## config.mk

```make
export PLATFORM = sky130hd
export DESIGN_NAME = laconic_term_encoder
export DESIGN_NICKNAME = d
export VERILOG_FILES = /design/src/rtl/laconic_pkg.sv /design/src/rtl/laconic_term_encoder_lsb_priority_encoder.sv /design/src/rtl/laconic_term_encoder.sv
export SDC_FILE = /design/constraint.sdc
export NUM_CORES = 1
export LEC_CHECK = 0
export ABC_AREA = 1
export CAP_MARGIN = 15
export CORE_MARGIN = 2
export CORE_UTILIZATION = 24
export CTS_CLUSTER_DIAMETER = 60
export DETAILED_ROUTE_END_ITERATION = 12
export GPL_TIMING_DRIVEN = 0
export PLACE_DENSITY = 0.4
export SLEW_MARGIN = 20
export SYNTH_ARGS = -nofsm -noshare
export SYNTH_HDL_FRONTEND = slang
export SYNTH_SLANG_ARGS = --single-unit
export TNS_END_PERCENT = 5
```

## constraint.sdc

```tcl
create_clock -name clk_i -period 8.2 [get_ports clk_i]
set_clock_uncertainty 0.05 [all_clocks]
set_input_delay 1.64 -clock clk_i [delete_from_list [all_inputs] [get_ports clk_i]]
set_output_delay 1.64 -clock clk_i [all_outputs]
set_load 0.03 [all_outputs]
```

## src/rtl/laconic_pkg.sv

```systemverilog
// Shared definitions for the Laconic term-encoding datapath.
// Holds the default widths, the encoder state type and the term sign encoding.
package laconic_pkg;

  localparam int DEF_W  = 16;
  localparam int DEF_EW = 5;
  localparam int DEF_CW = 4;

  typedef enum logic {
    IDLE = 1'b0,
    EMIT = 1'b1
  } state_e;

  localparam logic TERM_POS = 1'b0;
  localparam logic TERM_NEG = 1'b1;

endpackage

```

## src/rtl/laconic_term_encoder_lsb_priority_encoder.sv

```systemverilog
// Lowest-set-bit priority encoder: index of the least significant 1 plus an any-set flag.
// The index is 0 when no bit is set.
module lsb_priority_encoder #(
  parameter int WIDTH = 17,
  parameter int IDX_W = 5
) (
  input  logic [WIDTH-1:0] vec_i,
  output logic [IDX_W-1:0] idx_o,
  output logic             any_o
);

  // Scan from the top down so the lowest set bit is the last one written.
  always_comb begin
    idx_o = '0;
    for (int i = WIDTH - 1; i >= 0; i--) begin
      if (vec_i[i]) begin
        idx_o = IDX_W'(i);
      end
    end
  end

  assign any_o = |vec_i;

endmodule

```

## src/rtl/laconic_term_encoder.sv

```systemverilog
// Serial non-adjacent-form encoder: one signed power-of-two term per cycle, LSB-first,
// with a one-hot exponent column for the downstream popcount tree.
module laconic_term_encoder
  import laconic_pkg::*;
#(
  parameter int W  = DEF_W,
  parameter int EW = DEF_EW,
  parameter int CW = DEF_CW
) (
  input  logic          clk_i,
  input  logic          rst_ni,
  input  logic          in_valid_i,
  output logic          in_ready_o,
  input  logic [W-1:0]  in_data_i,
  output logic          out_valid_o,
  input  logic          out_ready_i,
  output logic          out_sign_o,
  output logic [EW-1:0] out_exp_o,
  output logic [W:0]    out_onehot_o,
  output logic [CW-1:0] out_idx_o,
  output logic          out_last_o,
  output logic          out_zero_o
);

  localparam int RW = W + 2;

  state_e        state_q, state_d;
  logic [RW-1:0] rem_q;
  logic [CW-1:0] idx_q, idx_d;
  logic          load;

  logic          sign_q, last_q, zero_q;
  logic [EW-1:0] exp_q;
  logic [W:0]    onehot_q;

  logic [RW-1:0] src, step, src_next;
  logic [EW-1:0] p;
  logic          any_set, term_neg;
  logic          sign_d, last_d, zero_d;
  logic [EW-1:0] exp_d;
  logic [W:0]    onehot_d;

  // rem_q holds the remainder left after the term currently on the outputs, so the
  // next term is always derived from a single source: the operand or that remainder.
  assign src = (state_q == IDLE) ? RW'(in_data_i) : rem_q;

  lsb_priority_encoder #(
    .WIDTH(W + 1),
    .IDX_W(EW)
  ) u_lsb_pe (
    .vec_i(src[W:0]),
    .idx_o(p),
    .any_o(any_set)
  );

  assign step     = RW'(1) << p;
  assign term_neg = |(src & (step << 1));

  always_comb begin
    src_next = '0;
    if (any_set) begin
      src_next = term_neg ? (src + step) : (src - step);
    end
    sign_d   = (any_set && term_neg) ? TERM_NEG : TERM_POS;
    exp_d    = any_set ? p : '0;
    onehot_d = any_set ? step[W:0] : '0;
    last_d   = (src_next == '0);
    zero_d   = !any_set;
  end

  always_comb begin
    state_d = state_q;
    idx_d   = idx_q;
    load    = 1'b0;
    unique case (state_q)
      IDLE: begin
        if (in_valid_i) begin
          state_d = EMIT;
          idx_d   = '0;
          load    = 1'b1;
        end
      end
      EMIT: begin
        if (out_ready_i) begin
          if (last_q) begin
            state_d = IDLE;
          end else begin
            idx_d = idx_q + CW'(1);
            load  = 1'b1;
          end
        end
      end
      default: state_d = IDLE;
    endcase
  end

  always_ff @(posedge clk_i or negedge rst_ni) begin
    if (!rst_ni) begin
      state_q  <= IDLE;
      rem_q    <= '0;
      idx_q    <= '0;
      sign_q   <= 1'b0;
      exp_q    <= '0;
      onehot_q <= '0;
      last_q   <= 1'b0;
      zero_q   <= 1'b0;
    end else begin
      state_q <= state_d;
      idx_q   <= idx_d;
      if (load) begin
        rem_q    <= src_next;
        sign_q   <= sign_d;
        exp_q    <= exp_d;
        onehot_q <= onehot_d;
        last_q   <= last_d;
        zero_q   <= zero_d;
      end
    end
  end

  assign in_ready_o   = (state_q == IDLE);
  assign out_valid_o  = (state_q == EMIT);
  assign out_sign_o   = sign_q;
  assign out_exp_o    = exp_q;
  assign out_onehot_o = onehot_q;
  assign out_idx_o    = idx_q;
  assign out_last_o   = last_q;
  assign out_zero_o   = zero_q;

endmodule

```

=== After elaboration in Yosys (flattened, before gate mapping) ===
Cells that the tools add are included.

* Bits in registers: 48
* Bits of input ports: 20
* Word-level logic and storage cells: 56

* $add $sub $neg: 3
* Eq/ne operators: 3
* Shift operators: 1
* Multiplexer cells: 33
* Bitwise logic cells: 2
* Reduce and logical (&&, ||, !) cells: 6

{| class="wikitable"
|+ Operator list
! cell !! count
|-
| 2-to-1 mux 5 bit || 18
|-
| 2-to-1 mux 18 bit || 3
|-
| adder 18 bit || 1
|-
| AND 18 bit || 1
|-
| zero test 18 bit || 1
|-
| OR reduction 18 bit || 1
|-
| << shifter 1 x 5 -> 18 bit (first input constant) || 1
|-
| subtractor 18 bit || 1
|-
| 2-to-1 mux 17 bit || 1
|-
| OR reduction 17 bit || 1
|-
| 2-to-1 mux 4 bit || 3
|-
| case mux 4 bit (2 select lines) || 1
|-
| inequality test 2 bit (second input constant) || 3
|-
| 2-to-1 mux 1 bit || 5
|-
| adder 4 x 1 -> 4 bit (second input constant) || 1
|-
| case mux 1 bit (2 select lines) || 2
|-
| AND reduction 3 bit || 1
|-
| logical AND 1 bit || 1
|-
| zero test 1 bit || 1
|-
| inverter 1 bit || 1
|}

=== Depth between registers and ports, before layout ===
Gate-level depths: netlist of run 1.

* Depth in word-level cells: 24
* Depth in mapped cells: 47
* Mapped depth without buffers: 46

=== Cells and area by module ===
From an unflattened synthesis of run 1, not the netlist that was laid out.

* Cells, all modules: 664
* Area total of the unflattened synthesis: 4152.7 um2

{| class="wikitable"
|+ By module, submodules not included
! module !! instances !! cells an instance !! area an instance (um2) !! seq. area each (um2)
|-
| laconic_term_encoder || 1 || 612 || 3926.3 || 1201.2
|-
| lsb_priority_encoder || 1 || 52 || 226.5 || 0.0
|}

=== Worst setup path before layout of run 1 ===
OpenSTA, ideal clock, no wires.

* Path type: input -> register
* Start: input port in_data_i[2]
* End: register last_q (netlist: out_last_o)
* Setup time: 0.117 ns
* Arrival time: 5.330 ns
* Data required time: 8.033 ns
* Setup slack: 2.703 ns
* Stages on the path: 36
* Buffers on the path: 0
* Cell sequence: o21ai_2 inv_2 nor2_4 nand2_2 nor2_4 nand2_2 nand2_1 nor2_2 nand3_2 inv_2 nand2_1 nand2_1 nor2_1 nand2_1 nor2_2 nand3_4 inv_2 nand3_1 nand2_1 inv_1 ha_1 a21oi_1 o21ai_0 nand2_1 nand3_1 a21oi_1 o21a_1 nor2_1 o21ai_0 nand2_1 xor2_1 inv_1 nand2_1 nand3_1 nand2_1 nand2_1

* Cells in the longest elaborated chain, start to end: 10

{| class="wikitable"
|+ Ends and longest elaborated chain
! what !! line !! source
|-
| start, declared || laconic_term_encoder.sv:14 || <nowiki>input logic [W-1:0] in_data_i,</nowiki>
|-
| 2-to-1 mux 18 bit (*) || laconic_term_encoder.sv:45 || <nowiki>assign src = (state_q == IDLE) ? RW'(in_data_i) : rem_q;</nowiki>
|-
| branches (longest 7 deep; another with subtractor 18 bit) || -- ||
|-
| 2-to-1 mux 18 bit (*) || laconic_term_encoder.sv:61 || <nowiki>if (any_set) begin</nowiki>
|-
| zero test 18 bit (*) || laconic_term_encoder.sv:67 || <nowiki>last_d = (src_next == '0);</nowiki>
|-
| end signal, assigned || laconic_term_encoder.sv:115 || <nowiki>last_q <= last_d;</nowiki>
|-
| end, declared || laconic_term_encoder.sv:32 || <nowiki>logic sign_q, last_q, zero_q;</nowiki>
|}

Mark *: on every way between the ends.
A chain may end at the register's enable or synchronous reset.

=== Worst setup path in the final report of run 1 ===
* Start: input port in_data_i[15]
* End: register last_q (netlist: out_last_o)

* Cells in the longest elaborated chain, start to end: 23

{| class="wikitable"
|+ Ends and longest elaborated chain
! what !! line
|-
| 2-to-1 mux 18 bit (*) || laconic_term_encoder.sv:45
|-
| branches (longest 20 deep; another with 2-to-1 mux 5 bit) || --
|-
| 2-to-1 mux 18 bit (*) || laconic_term_encoder.sv:61
|-
| zero test 18 bit (*) || laconic_term_encoder.sv:67
|}

Marked as above.

==> results of run 1 <==
==> routing by layer <==
layer | wire length [microns] | up-vias | global-route usage (%)
li1 | - | 2070 | -
met1 | 7160 | 1893 | 24.1
met2 | 6090 | 89 | 25.2
met3 | 606 | 9 | 2.54
met4 | 110 | 0 | 3.62
met5 | 0 | - | 0
==> stage by stage <==
| stage | setup slack (ns) | instances | instance area, sq um |
|---|---|---|---|
| 2_1_floorplan | 2.70 | 598 | 3920 |
| 3_3_place_gp | 0.904 | 864 | 4690 |
| 3_5_place_dp | 0.932 | 864 | 4690 |
| 4_1_cts | 1.25 | 872 | 4850 |
| 5_1_grt | 0.647 | 872 | 4850 |
| 6_report | 1.30 | 872 | 4850 |
==> area by class of cell <==
type | count | area [sq um]
clock buffer | 6 | 139
sequential | 48 | 1200
multi-input combinational | 461 | 2360
timing repair buffer | 50 | 498
fill | 1791 | 11100
tap | 216 | 270
inverter | 73 | 274
clock inverter | 2 | 15.0
buffer | 16 | 87.6
==> cells by family after synthesis <==
logic type      count (synthesis)  share of synthesized area, %
compound gates                111                          15.7
xor+xnor                       10                          2.23
fa+ha+maj                      19                          6.25
simple gates                  321                          36.0
flops                          48                          30.6
buf+inv                        89                          9.22
==> cells in the mapped netlist, types with 2 or more instances <==
cell type	n	share of area, %
a21boi_1	2	0.38
nand3_1	37	4.7
or2_2	2	0.32
nor2_4	2	0.57
dfrtp_1	48	31
o21ai_1	18	2.3
nand4_1	17	2.7
o21a_1	2	0.38
or2_1	8	1.3
o21ai_2	6	1.3
xnor2_1	3	0.67
nor3_1	9	1.1
buf_2	4	0.51
buf_4	2	0.38
xor2_1	7	1.6
inv_2	12	1.1
a31oi_1	2	0.32
buf_6	2	0.57
nor2_1	62	5.9
ha_1	18	5.7
a21oi_1	27	3.4
nand2_2	6	0.96
o21ai_0	47	6.0
inv_1	60	5.7
nor4_1	3	0.48
nand2_1	165	16
clkbuf_1	8	0.77
nor2_2	4	0.64
==> final timing paths <==
kind	to	slack (ns)	cells after the start	start
max in group asynchronous	rem_q[10]$_DFFE_PN0P_	6.36	1	rst_ni
worst max-delay path	out_last_o$_DFFE_PN0P_	1.30	44	in_data_i[15]
worst min register to register	out_onehot_o[10]$_DFFE_PN0P_	0.43	2	out_onehot_o[10]$_DFFE_PN0P_
worst max register to register	out_last_o$_DFFE_PN0P_	2.31	43	out_valid_o$_DFF_PN0_
worst min-delay path	out_onehot_o[10]$_DFFE_PN0P_	0.43	2	out_onehot_o[10]$_DFFE_PN0P_
min in group asynchronous	out_onehot_o[3]$_DFFE_PN0P_	1.32	1	rst_ni
==> sequential cells by signal (all words and copies together), names as in the netlist <==
signal / cells
out_valid_o: 1
out_onehot_o: 17
out_last_o: 1
out_exp_o: 5
rem_q: 18
out_idx_o: 4
out_sign_o: 1
out_zero_o: 1
==> worst max-delay path: cells and delay by family <==
family          cells  cell delay [ns]
fa+ha+maj           1             0.34
xor+xnor            1             0.17
compound gates      5             1.02
simple gates       32             2.99
buf+inv             5             0.85
==> results.py, run 1 <==
metrics = {
    "cts": {
        "ctsResizeCount": 0,
        "cts_setup_buffers": 0,
        "cts.htree.levels": 2,
        "cts_buffers": 5,
        "clk_path_buf_depth": 2,
        "cts_root_buf": "clkbuf_16",
        "cts.clk_slew.worst_paths_ns": 0.07,
        "cts.sinks": 48,
        "cts_tree": "yes",
        "worstSkewPairLatency_ns": 0.31,
        "cts_hold_buf": 0,
    },
    "setup_path": {
        "required_ns": 8.35,
        "crit_top_cell": "nand2_1",
        "worstPathArrival_ns": 7.05,
        "slowest_delay_ns": 0.45,
        "worst_setup_path_start_kind": "primary input",
        "critPathSlowestCell": "clkdlybuf4s50_1",
        "end_kind": "flip-flop",
        "path_max_fanout": 9,
        "critical_path_class": "in -> reg",
    },
    "place": {
        "portBuffers": 50,
        "dpl.hpwl_microns": 11300,
        "routabilityCongestion": 0.935,
    },
    "route": {
        "drtAntennaViolNets": 0,
        "first_pass_iters": 4,
        "drc_errors": 0,
        "vias": 4061,
        "wl_per_cell_microns": 16.0,
        "post_drt_via_cell_ratio": 4.66,
        "first_iter_violations": 302,
        "totalWireLength_microns": 14000,
    },
    "global_routing": {
        "grtUsageTotal_pct": 16.4,
        "grt_pass1_vias": 3960,
        "grt_max_degree": 49,
        "antenna_found_initial": 0,
        "grt_pass1_wl_microns": 22200,
        "grt_overflow_total": 0,
    },
    "yosys": {
        "synth_edf_count": 0,
        "synth-warning-count": 0,
        "ys_seq_area_share_pct": 30.6,
        "postSynthAreaPerCell_sq_um": 6.56,
        "synth.distinct_cells": 43,
        "synth_flop_cell": "dfrtp_1",
        "ys_ff_latch": 48,
        "syn-cell-area_sq_um": 3920,
        "synth_fp_nets": 637,
        "synthArstFlopShare_pct": 100,
        "syn-instance-count": 598,
    },
    "timing": {
        "post-route-period-util_pct": 84.1,
        "rsz0062_at_grt": "false",
        "whs_ns": 0.431,
        "fin_crit_ns": 6.90,
        "finalSetupTns_ns": 0,
        "setup_violations": 0,
        "drv_slew": 0,
        "slew_headroom_pct": 25.1,
        "tightest_slew_ns": 1.12,
        "hold_violations": 0,
        "fmax_ghz": 0.145,
    },
    "layout": {
        "diodes": 0,
        "utilization_pct": 30.4,
        "syn_to_final_growth_pct": 23.5,
        "fin_nets": 694,
        "layout_common_cells": "nand2_1 (165), nor2_1 (62), inv_1 (60), clkdlybuf4s50_1 (49), dfrtp_1 (48)",
        "layout.cells.most_common": "nand2_1",
        "drive_gt1_share_pct": 8.23,
    },
    "min_path": {
        "hold_path_class": "reg -> reg",
    },
    "floorplan": {
        "initial_core_util_pct": 24.6,
        "die_y_microns": 132,
        "rows": 46,
        "core_area_sq_um": 15900,
        "fp.dieArea_sq_um": 17400,
        "die_x_microns": 132,
        "io_pins": 51,
    },
    "job": {
        "max-cap-violations": 0,
    },
    "outcome": {
        "status": "finished, final reports clean",
    },
}
Power of run 1 is left out: the tool's default activity adds up to more than one toggle a clock period on the data nets, which glitch-free logic cannot reach.
==> inputs of run 2 (changes only) <==
==> constraint.sdc (replaced) <==
create_clock -name clk_i -period 7 [get_ports clk_i]
set_clock_uncertainty 0.05 [all_clocks]
set_input_delay 1.4 -clock clk_i [delete_from_list [all_inputs] [get_ports clk_i]]
set_output_delay 1.4 -clock clk_i [all_outputs]
set_load 0.03 [all_outputs]
==> results.py, run 2 (synthesis gave the netlist of run 1 again) <==
metrics = {
    "layout": {
        "multi_input_area_sq_um": 2400,
        "regMostFlops": "rem_q",
        "regArea_sq_um": 1200,
        "largest_reg_flops": 18,
        "layout.cells.most_common": "nand2_1",
        "fill_cells": 1782,
        "fin_nets": 696,
        "drive_gt1_share_pct": 9.88,
        "syn_to_final_growth_pct": 25.1,
        "diodes": 0,
        "layout_common_cells": "nand2_1 (165), inv_1 (60), nor2_1 (60), clkdlybuf4s50_1 (49), dfrtp_1 (48)",
    },
    "outcome": {
        "status": "finished, final reports clean",
    },
    "timing": {
        "layout_setup_ws_ns": 0.553,
        "post-route-period-util_pct": 92.1,
        "slew_headroom_pct": 26.8,
        "rsz0062_at_grt": "false",
        "whs_ns": 0.431,
        "fin_crit_ns": 6.45,
        "fmax_ghz": 0.155,
        "finalSetupTns_ns": 0,
        "setup_violations": 0,
        "tightest_slew_ns": 1.09,
        "hold_violations": 0,
        "drv_slew": 0,
    },
    "cts": {
        "cts_root_buf": "clkbuf_16",
        "cts.clk_slew.worst_paths_ns": 0.07,
        "cts_tree": "yes",
        "clk_path_buf_depth": 2,
        "cts.sinks": 48,
        "cts.htree.levels": 2,
        "worstSkewPairLatency_ns": 0.31,
        "cts_buffers": 5,
    },
    "global_routing": {
        "grt_pass1_wl_microns": 22200,
        "grtUsageTotal_pct": 16.4,
        "grt_pass1_vias": 3960,
        "grt_overflow_total": 0,
        "antenna_found_initial": 0,
        "grt_max_degree": 49,
    },
    "route": {
        "first_iter_violations": 255,
        "first_pass_iters": 5,
        "wl_per_cell_microns": 16.0,
        "vias": 4094,
        "post_drt_via_cell_ratio": 4.68,
        "drc_errors": 0,
        "drtAntennaViolNets": 0,
        "totalWireLength_microns": 14000,
    },
    "setup_path": {
        "worst_setup_path_start_kind": "primary input",
        "worstPathArrival_ns": 6.60,
        "path_max_fanout": 9,
        "slowest_delay_ns": 0.46,
        "critical_path_class": "in -> reg",
        "end_kind": "flip-flop",
        "crit_top_cell": "nand2_1",
        "critPathSlowestCell": "clkdlybuf4s50_1",
        "required_ns": 7.15,
    },
    "floorplan": {
        "fp.dieArea_sq_um": 17400,
        "die_x_microns": 132,
        "initial_core_util_pct": 24.6,
        "io_pins": 51,
        "die_y_microns": 132,
        "rows": 46,
        "core_area_sq_um": 15900,
    },
    "place": {
        "routabilityCongestion": 0.935,
        "dpl.hpwl_microns": 11300,
        "portBuffers": 50,
        "pre_cts_slack_ns": -0.0281,
    },
    "min_path": {
        "hold_path_class": "reg -> reg",
    },
    "job": {
        "max-cap-violations": 0,
    },
}
run 2: cell types whose count changed in the layout (fill, tap and decap cells not counted), sizes merged:
cell,before,now
buf,9,11
run 2: cell type report:
type	instances	share of cell area [%]
flip-flops and latches	48	24.5
repair buffers	52	10.5
clock inverters	2	0.306
inverters	73	5.69
clock buffers	6	2.83
well taps	216	5.51
multi-input cells	461	49.0
plain buffers	16	1.78
run 2: stage by stage:
stage,cell area (sq um),std cells,utilization [%]
2_1_floorplan,3920,598,-
3_3_place_gp,4690,864,29.4
3_5_place_dp,4690,864,29.4
4_1_cts,4850,872,30.4
5_1_grt,4910,874,30.8
6_report,4910,874,30.8
run 2: timing repair:
action                                  in CTS  in global routing
setup buffers                                0                  2
gates resized for setup                      0                 13
endpoints found under the setup margin       0                  3
hold buffers                                 0                  0
run 2: path summary, 6_finish.rpt:
path                                         startpoint                            to  slack (ns)  depth (start not counted)
max                                       in_data_i[15]        out_last_o$_DFFE_PN0P_        0.55                         44
min                        out_onehot_o[10]$_DFFE_PN0P_  out_onehot_o[10]$_DFFE_PN0P_        0.43                          2
max reg2reg                       out_valid_o$_DFF_PN0_        out_last_o$_DFFE_PN0P_        1.34                         44
min reg2reg                out_onehot_o[10]$_DFFE_PN0P_  out_onehot_o[10]$_DFFE_PN0P_        0.43                          2
max in group asynchronous                        rst_ni         rem_q[10]$_DFFE_PN0P_        5.39                          1
min in group asynchronous                        rst_ni   out_onehot_o[3]$_DFFE_PN0P_        1.08                          1
run 2: metal layers:
| metal | up-vias | routed length, microns | GRT usage [%] |
|---|---|---|---|
| met3 | 11 | 553 | 2.54 |
| met4 | 0 | 149 | 3.62 |
| li1 | 2074 | - | - |
| met1 | 1903 | 7240 | 24.1 |
| met2 | 106 | 6050 | 25.2 |
| met5 | - | 0 | 0 |
run 2: worst max-delay path: cells and delay by family:
| kind | cells | cell delay, ns |
|---|---|---|
| xor+xnor | 1 | 0.17 |
| simple gates | 32 | 2.97 |
| compound gates | 5 | 0.89 |
| buf+inv | 5 | 0.79 |
| fa+ha+maj | 1 | 0.36 |
Power of run 2 is left out for the same reason.
